### src/rtl/pmu_snapshot_pkg.sv
// Shared types and constants for the PMU snapshot controller.
package pmu_snapshot_pkg;

   typedef enum logic [1:0] {
      IDLE = 2'd0,
      ADDR = 2'd1,
      DATA = 2'd2,
      PUSH = 2'd3
   } state_t;

   localparam logic [1:0]  RESP_OKAY   = 2'b00;
   localparam int unsigned ADDR_STRIDE = 4;

endpackage

### src/rtl/pmu_snapshot_timer.sv
// Free-running period counter; emits a one-cycle tick every 'period' cycles.
module pmu_snapshot_timer #(
   parameter int unsigned PERIOD_WIDTH = 32
) (
   input  logic                    clk,
   input  logic                    rst_n,
   input  logic                    en,
   input  logic [PERIOD_WIDTH-1:0] period,
   output logic                    tick_c
);

   logic [PERIOD_WIDTH-1:0] count;
   logic                    run_c;

   // Tick on reaching the terminal count; >= also recovers if period shrinks below count.
   always_comb begin
      run_c  = en && (period != '0);
      tick_c = run_c && (count >= (period - PERIOD_WIDTH'(1)));
   end

   // Count while running, reload on tick, hold at zero when stopped.
   always_ff @(posedge clk or negedge rst_n) begin
      if (!rst_n) begin
         count <= '0;
      end else if (!run_c || tick_c) begin
         count <= '0;
      end else begin
         count <= count + PERIOD_WIDTH'(1);
      end
   end

endmodule

### src/rtl/pmu_snapshot_ctrl.sv
// Sweeps all PMU counters over AXI4-Lite reads and streams them out with their index.
module pmu_snapshot_ctrl
   import pmu_snapshot_pkg::*;
#(
   parameter int unsigned C_S_AXI_DATA_WIDTH = 32,
   parameter int unsigned C_S_AXI_ADDR_WIDTH = 7,
   parameter int unsigned N_COUNTERS         = 19,
   parameter int unsigned COUNTER_BASE       = 0,
   parameter int unsigned PERIOD_WIDTH       = 32
) (
   input  logic                               S_AXI_ACLK_i,
   input  logic                               S_AXI_ARESETN_i,
   input  logic                               en_i,
   input  logic [PERIOD_WIDTH-1:0]            period_i,
   input  logic                               trig_i,
   output logic                               busy_o,
   output logic                               drop_o,
   output logic                               err_o,
   output logic [C_S_AXI_ADDR_WIDTH-1:0]      M_AXI_ARADDR_o,
   output logic                               M_AXI_ARVALID_o,
   input  logic                               M_AXI_ARREADY_i,
   input  logic [C_S_AXI_DATA_WIDTH-1:0]      M_AXI_RDATA_i,
   input  logic [1:0]                         M_AXI_RRESP_i,
   input  logic                               M_AXI_RVALID_i,
   output logic                               M_AXI_RREADY_o,
   output logic                               snap_valid_o,
   input  logic                               snap_ready_i,
   output logic [$clog2(N_COUNTERS)-1:0]      snap_idx_o,
   output logic [C_S_AXI_DATA_WIDTH-1:0]      snap_data_o,
   output logic                               snap_last_o
);

   localparam int unsigned IDX_W = $clog2(N_COUNTERS);
   localparam logic [IDX_W-1:0] LAST_IDX = IDX_W'(N_COUNTERS - 1);

   state_t state;
   logic   pending;
   logic   tick_c;
   logic   req_c;
   logic   consume_c;

   function automatic logic [C_S_AXI_ADDR_WIDTH-1:0] addr_of(input logic [IDX_W-1:0] i);
      return C_S_AXI_ADDR_WIDTH'(COUNTER_BASE + ADDR_STRIDE * 32'(i));
   endfunction

   pmu_snapshot_timer #(
      .PERIOD_WIDTH (PERIOD_WIDTH)
   ) u_timer (
      .clk    (S_AXI_ACLK_i),
      .rst_n  (S_AXI_ARESETN_i),
      .en     (en_i),
      .period (period_i),
      .tick_c (tick_c)
   );

   // Merge timer and trigger into one request; IDLE consumes a pending request.
   always_comb begin
      req_c     = tick_c | (trig_i & en_i);
      consume_c = (state == IDLE) && pending;
   end

   // Request bookkeeping, sweep FSM and registered AXI/stream outputs.
   always_ff @(posedge S_AXI_ACLK_i or negedge S_AXI_ARESETN_i) begin
      if (!S_AXI_ARESETN_i) begin
         state           <= IDLE;
         pending         <= 1'b0;
         busy_o          <= 1'b0;
         drop_o          <= 1'b0;
         err_o           <= 1'b0;
         M_AXI_ARADDR_o  <= '0;
         M_AXI_ARVALID_o <= 1'b0;
         M_AXI_RREADY_o  <= 1'b0;
         snap_valid_o    <= 1'b0;
         snap_idx_o      <= '0;
         snap_data_o     <= '0;
         snap_last_o     <= 1'b0;
      end else begin
         drop_o <= req_c && pending && !consume_c;

         if (!en_i) begin
            pending <= 1'b0;
         end else if (consume_c) begin
            pending <= req_c;
         end else if (req_c) begin
            pending <= 1'b1;
         end

         case (state)
            IDLE: begin
               if (pending) begin
                  snap_idx_o      <= '0;
                  M_AXI_ARADDR_o  <= addr_of('0);
                  M_AXI_ARVALID_o <= 1'b1;
                  busy_o          <= 1'b1;
                  state           <= ADDR;
               end
            end
            ADDR: begin
               if (M_AXI_ARREADY_i) begin
                  M_AXI_ARVALID_o <= 1'b0;
                  M_AXI_RREADY_o  <= 1'b1;
                  state           <= DATA;
               end
            end
            DATA: begin
               if (M_AXI_RVALID_i) begin
                  M_AXI_RREADY_o <= 1'b0;
                  snap_data_o    <= M_AXI_RDATA_i;
                  snap_valid_o   <= 1'b1;
                  snap_last_o    <= (snap_idx_o == LAST_IDX);
                  if (M_AXI_RRESP_i != RESP_OKAY) begin
                     err_o <= 1'b1;
                  end
                  state <= PUSH;
               end
            end
            PUSH: begin
               if (snap_ready_i) begin
                  snap_valid_o <= 1'b0;
                  snap_last_o  <= 1'b0;
                  if (snap_idx_o == LAST_IDX) begin
                     busy_o <= 1'b0;
                     state  <= IDLE;
                  end else begin
                     snap_idx_o      <= snap_idx_o + IDX_W'(1);
                     M_AXI_ARADDR_o  <= addr_of(snap_idx_o + IDX_W'(1));
                     M_AXI_ARVALID_o <= 1'b1;
                     state           <= ADDR;
                  end
               end
            end
            default: state <= IDLE;
         endcase
      end
   end

endmodule

### config.mk
export PLATFORM = sky130hd
export DESIGN_NAME = pmu_snapshot_ctrl
export DESIGN_NICKNAME = d
export VERILOG_FILES = /design/src/rtl/pmu_snapshot_pkg.sv /design/src/rtl/pmu_snapshot_timer.sv /design/src/rtl/pmu_snapshot_ctrl.sv
export SDC_FILE = /design/constraint.sdc
export NUM_CORES = 1
export LEC_CHECK = 0
export CAP_MARGIN = 10
export CORE_ASPECT_RATIO = 0.8
export CORE_MARGIN = 5
export CORE_UTILIZATION = 45
export DETAILED_ROUTE_END_ITERATION = 10
export DONT_BUFFER_PORTS = 1
export GPL_TIMING_DRIVEN = 0
export PLACE_DENSITY = 0.66
export SLEW_MARGIN = 20
export SYNTH_ARGS = -nofsm -noshare
export SYNTH_HDL_FRONTEND = slang
export SYNTH_HIERARCHICAL = 1
export SYNTH_SLANG_ARGS = --single-unit
### constraint.sdc
create_clock -name S_AXI_ACLK_i -period 7.5 [get_ports S_AXI_ACLK_i]
set_clock_uncertainty 0.05 [all_clocks]
set_input_delay 1.875 -clock S_AXI_ACLK_i [delete_from_list [all_inputs] [get_ports S_AXI_ACLK_i]]
set_output_delay 1.875 -clock S_AXI_ACLK_i [all_outputs]
set_load 0.01 [all_outputs]
; ---- Word level (Yosys, flattened, before mapping)
; Cells that the tools add are included.
[word_totals]
ff_bits = 86
latchBits = 0
ramBits = 0
rom_bits = 0
inputBits = 73
out_inout_bits = 51
word_cells = 87
n_memories = 0
[classes]
n_addsub = 3
n_mul = 0
div_mod_pow = 0
magnitude_cmp = 1
eq_ne = 11
shift = 0
muxes = 34
bitwise_logic = 2
n_reduce_logical = 23
[op_table]
columns = operator, count
row1 = "adder 32 x 1 -> 32 bit, second input constant", 1
row2 = >= comparator 32 bit, 1
row3 = two-way mux 32 bit, 1
row4 = nonzero test 32 bit, 1
row5 = "subtractor 32 x 1 -> 32 bit, second input constant", 1
row6 = two-way mux 7 bit, 3
row7 = two-way mux 1 bit, 15
row8 = two-way mux 5 bit, 3
row9 = one-hot mux 7 bit (2 select lines), 1
row10 = "inequality test 2 bit, second input constant", 6
row11 = AND reduction 4 bit, 3
row12 = one-hot mux 5 bit (2 select lines), 1
row13 = AND reduction 3 bit, 3
row14 = two-way mux 2 bit, 4
row15 = one-hot mux 1 bit (2 select lines), 4
row16 = one-hot mux 2 bit (4 select lines), 1
row17 = nonzero test 2 bit, 4
row18 = "adder 5 x 1 -> 5 bit, second input constant", 1
row19 = "equality test 5 bit, second input constant", 1
row20 = logical AND 1 bit, 5
row21 = AND reduction 5 bit, 1
row22 = "equality test 2 bit, second input constant", 2
row23 = "inequality test 3 x 1 -> 1 bit, second input constant", 1
row24 = one-hot mux 1 bit (3 select lines), 1
row25 = other kinds (8), 9

; ---- Longest topological paths before layout
[depth]
word_depth = 7
mapped_depth = 17

; ---- Hierarchy
; The synthesis kept the hierarchy.
[by_module_without_submodules]
columns = mod, n_inst, cells_each, area_each_um2, seq_area_each_um2
row1 = pmu_snapshot_timer, 1, 322, 2892.8, 800.8
row2 = pmu_snapshot_ctrl, 1, 165, 2102.0, 1176.1

; ---- Worst setup path before layout
; Ideal clock, no wire load.
[synth_timing]
path_type = input -> register
from = in period_i[2]
to = reg pending
setup_ns = 0.124
t_arrival_ns = 5.496
required_time_ns = 7.326
path_slack_ns = 1.831
cell_stages = 14
n_path_buf = 2
cell_sequence = or3_4 > or3b_1 > or4_4 > nor4_2 > xnor2_1 > ha_1 > nand4_1 > or4_1 > a21oi_1 > or4b_2 > clkbuf_1 > clkbuf_1 > o21ba_2 > o31a_1
[synth_via]
elab_chain_len = 6
word_cells_on_any_way = 9
classes_between = 1 x add/sub / 1 x order compare / 1 x eq/ne / 2 x mux / 1 x bitwise / 3 x reduce/logical
[synth_lines]
columns = element, line_no
row1 = from (decl), pmu_snapshot_ctrl.sv:14  ; input logic [PERIOD_WIDTH-1:0] period_i,
row2 = subtractor 32 x 1 -> 32 bit or nonzero test 32 bit (tied branches), "pmu_snapshot_timer.sv:18, pmu_snapshot_timer.sv:17"
row3 = >= comparator 32 bit or logical AND 1 bit (tied branches), "pmu_snapshot_timer.sv:18, pmu_snapshot_timer.sv:17"
row4 = logical AND 1 bit (*), pmu_snapshot_timer.sv:18  ; tick_c = run_c && (count >= (period - PERIOD_WIDTH'(1)));
row5 = net tick_c, pmu_snapshot_ctrl.sv:38  ; logic tick_c;
row6 = OR 1 bit (*), pmu_snapshot_ctrl.sv:58  ; req_c = tick_c | (trig_i & en_i);
row7 = two-way mux 1 bit, pmu_snapshot_ctrl.sv:82  ; end else if (consume_c) begin
row8 = two-way mux 1 bit, pmu_snapshot_ctrl.sv:80  ; if (!en_i) begin
row9 = to (signal assigned), pmu_snapshot_ctrl.sv:83  ; pending <= req_c;
row10 = to (decl), pmu_snapshot_ctrl.sv:37  ; logic pending;
; The timed path passes the listed nets; every way through them passes the cells marked *.
; A chain may end at the register's enable or synchronous reset.

; ---- Worst setup path in the final report
[layout_timing]
from = in period_i[2]
to = reg drop_o
[layout_via]
elab_chain_len = 6
word_cells_on_any_way = 8
classes_between = 1 x add/sub / 1 x order compare / 1 x bitwise / 5 x reduce/logical
[layout_lines]
columns = element, line_no
row1 = subtractor 32 x 1 -> 32 bit or nonzero test 32 bit (tied branches), "pmu_snapshot_timer.sv:18, pmu_snapshot_timer.sv:17"
row2 = >= comparator 32 bit or logical AND 1 bit (tied branches), "pmu_snapshot_timer.sv:18, pmu_snapshot_timer.sv:17"
row3 = logical AND 1 bit (*), pmu_snapshot_timer.sv:18
row4 = net tick_c, pmu_snapshot_ctrl.sv:38
row5 = OR 1 bit (*), pmu_snapshot_ctrl.sv:58
row6 = logical AND 1 bit (*) (2 in a row), pmu_snapshot_ctrl.sv:78  ; drop_o <= req_c && pending && !consume_c;
row7 = to (signal assigned), pmu_snapshot_ctrl.sv:78
row8 = to (decl), pmu_snapshot_ctrl.sv:17  ; output logic drop_o,
; Marks and branches as above.

==> summary.txt <==
Run status
  • Status: completed

Global routing
  • Vias in the first global route: 3833
  • Grt total ovfl: 0
  • GRT Util Overall: roughly 17%
  • Largest net degree at the start of global routing: 80
  • Initial antenna violation count: 0
  • First-pass GRT wire length: around 19000 um

Critical path
  • CP max stage cell: nor4_1
  • End of the critical path: drop_o$_DFF_PN0_
  • Crit path top cell by count: nor4_1
  • WS Path Type: in -> reg
  • R2R Path End: drop_o$_DFF_PN0_
  • Slowest Stage Delay on Critical Path: approximately 700 ps
  • Top delay family on crit path: simple AND/OR/NAND/NOR gates
  • R2R depth: 9
  • Setup slack, reg-to-reg: about 4400 ps
  • Worst reg2reg path startpoint: u_timer/count[13]$_DFF_PN0_
  • Kind of end point of the critical path: flop
  • Type of origin of the critical path: input port
  • Worst EP required: slightly below 8000 ps
  • Critical path cell sequence: or3_4 > nor4_1 > nand2_1 > nor4_1 > xnor2_1 > ha_1 > nand4_1 > or2_2 > a2111oi_0 > o41a_1 > clkbuf_1 > o21ba_2 > a21oi_1 > nor2b_1
  • Critical path origin: period_i[2]
  • Crit path depth: 14
  • Crit path buf inv count: 1
  • Critical path arrival: 6180 ps
  • Crit Path Max Fanout: 10

Timing
  • Setup-failing EPs final: 0
  • Worst Tran Pin Value: between 900 and 1000 ps
  • Hold_ws: around 510 ps
  • Final setup TNS: 0 ps
  • Tcrit/Tclk final: 79.44%
  • Max-slew headroom: between 30% and 40%
  • Unrepaired setup endpoints after global routing: false
  • Fin. Hold Viols: 0
  • Final Slew Violations: 0
  • Max Clk Rate: ~170 MHz
  • Fin crit period: about 6000 ps

Drt
  • Drt pass-1 iters: 4
  • Wire per inst: between 15 and 20 um
  • Vias per cell: 5.738
  • Via count: ~3700
  • Drt first-iter violations: about 250
  • DR DRC count: 0
  • Antenna-violating nets left: 0
  • DRT Wirelength: roughly 11000 um

Synth
  • EDFF count, synth: 0
  • Yosys reg bits: 79
  • Gate Count Post-Synth: between 400 and 500
  • Synth cell types: 57
  • Syn_area_per_cell: about 10 um^2
  • Ys async rst share: between 90% and 100%
  • Top_reg_cell synth: dfrtp_1
  • Warnings, synthesis: 6
  • Seq/Total Area, Yosys: roughly 40%
  • Post-Syn Area: between 4000 and 5000 um^2

Floorplan
  • Row Count: 34
  • Core area: between 10000 and 15000 um^2
  • Die footprint: 13320 um^2
  • DIE HEIGHT: between 100 and 150 um
  • Die width: 127.8 um
  • Initial Utilization: a little under half
  • Io pins: about 120

Flow run
  • Max-cap violations: 0

Clock tree
  • Clock root cell: clkbuf_16
  • Reg clk slew, reported paths: 60 ps
  • Hold-fix buffers, CTS: 0
  • # resized after CTS: 0
  • CTS tree: built
  • # clock sinks: 79
  • Postcts setup bufs: 0
  • CTS max path bufs: 2
  • Num CTS Buffers: 9
  • Clock Latency Late Sink: about 340 ps
  • H-tree Lvls: 3

Power and ir drop
  • Pwr Density: approximately 260 nW/um^2
  • Total chip power: ~1.4 mW
  • Leakage: about 2.3 nW
  • Peak supply drop: ~0.11 mV

Hold path
  • Worst hold path class: reg -> reg

Final layout
  • Nets: slightly above 600
  • Layout fillers: roughly 980
  • Layout cells sized above 1: under 10%
  • Final core occ: 50.66%
  • ANT cells: 0
  • Area Overhead vs Synth: 10.02%

Placed design
  • Post-DP HPWL: 8845 um
  • GP Congestion: 0.8223
  • PortBufs: 0
-- worst min path at each step --
stage	start	end	slack, ps	depth (start not counted)
4_1_cts	err_o$_DFFE_PN0P_	err_o$_DFFE_PN0P_	520	1
3_5_place_dp	err_o$_DFFE_PN0P_	err_o$_DFFE_PN0P_	500	1
2_1_floorplan	u_timer/count[0]$_DFF_PN0_	u_timer/count[0]$_DFF_PN0_	430	1
5_1_grt	err_o$_DFFE_PN0P_	err_o$_DFFE_PN0P_	530	1
6_report	err_o$_DFFE_PN0P_	err_o$_DFFE_PN0P_	510	1
3_3_place_gp	u_timer/count[0]$_DFF_PN0_	u_timer/count[0]$_DFF_PN0_	490	1
-- layout make-up --
cell class | instances | area, um^2 | area share, %
well taps | 144 | 180.2 | 3.279
inverters | 11 | 41.29 | 0.7514
clock inverters | 7 | 86.33 | 1.571
flip-flops and latches | 79 | 1977 | 35.97
plain buffers | 28 | 158.9 | 2.892
multi-input cells | 370 | 2826 | 51.43
clock buffers | 9 | 225.2 | 4.098
-- Yosys cell counts, types with 7 or more instances --
| cell | n | area, um^2 |
|---|---|---|
| a21oi_1 | 18 | 90.09 |
| buf_4 | 7 | 52.55 |
| clkbuf_1 | 14 | 52.55 |
| dfrtp_1 | 79 | 1977 |
| ha_1 | 40 | 500.5 |
| inv_1 | 11 | 41.29 |
| mux2_1 | 32 | 360.4 |
| nand2_1 | 28 | 105.1 |
| nand3_1 | 18 | 90.09 |
| nand4_1 | 20 | 125.1 |
| nor2_1 | 23 | 86.33 |
| nor3_1 | 8 | 40.04 |
| nor4_1 | 42 | 262.8 |
| xnor2_1 | 29 | 254.0 |
| xor2_1 | 30 | 262.8 |
-- cells by family after synthesis --
| kind of cell | Yosys count | synth area share, % |
|---|---|---|
| XOR/XNOR | 59 | 10.35 |
| buffers and inverters | 39 | 4.008 |
| multiplexers | 32 | 7.215 |
| AO/OA/AOI/OAI | 53 | 7.365 |
| adder cells (fa/ha/maj) | 40 | 10.02 |
| flip-flops | 79 | 39.58 |
| other | 1 | 0.07508 |
| AND/OR/NAND/NOR | 184 | 21.39 |
-- layout by cell type, fill, tap and decap left out, types with 3 or more instances in the layout --
| cell | synthesis | layout |
|---|---|---|
| clkbuf_1 | 14 | 14 |
| buf_6 | 3 | 3 |
| nor3_1 | 8 | 7 |
| and3_1 | 6 | 6 |
| xor2_1 | 30 | 30 |
| nor2b_1 | 4 | 4 |
| nand3_1 | 18 | 18 |
| buf_4 | 7 | 7 |
| ha_1 | 40 | 40 |
| a21o_1 | 5 | 5 |
| and4_1 | 4 | 4 |
| clkbuf_16 | 0 | 9 |
| nand2b_1 | 5 | 5 |
| dfrtp_1 | 79 | 79 |
| o21ai_0 | 6 | 6 |
| nand2_1 | 28 | 28 |
| or2_2 | 3 | 3 |
| buf_2 | 4 | 4 |
| nand4b_1 | 3 | 3 |
| nand4_1 | 20 | 20 |
| mux2_1 | 32 | 32 |
| o21ai_1 | 5 | 5 |
| xnor2_1 | 29 | 29 |
| a21oi_1 | 18 | 18 |
| nor4_1 | 42 | 42 |
| inv_1 | 11 | 11 |
| nor2_1 | 23 | 23 |
-- per-stage QoR --
step	instances	setup slack, ps	instance area (um^2)
after floorplan	488	1831	4999
after global placement	632	1156	5179
after detailed placement	632	1137	5184
after CTS	648	1455	5495
after global routing	648	1187	5495
final	648	1542	5495
-- sequential cells by signal, summed over array words and instances, names as in the netlist --
name / cells
state: 2
snap_last_o: 1
snap_data_o: 32
M_AXI_ARADDR_o: 5
M_AXI_RREADY_o: 1
pending: 1
u_timer/count: 32
err_o: 1
busy_o: 1
drop_o: 1
M_AXI_ARVALID_o: 1
snap_valid_o: 1
-- where the power goes --
group / leakage, nW / switching [mW] / internal (mW) / total [mW]
clock: 0.150 / 0.188 / 0.265 / 0.453
combinational: 1.12 / 0.149 / 0.156 / 0.305
sequential: 1.01 / 0.146 / 0.541 / 0.687
-- metal layers --
layer	share of wire [%]	vias up	track usage (%)
met4	0.79	0	3.182
met1	45	1776	23.28
li1	-	1807	-
met2	45	125	27.28
met3	9.6	10	6.263
met5	0	-	0
No activity file was read; power rests on OpenSTA's default activity.
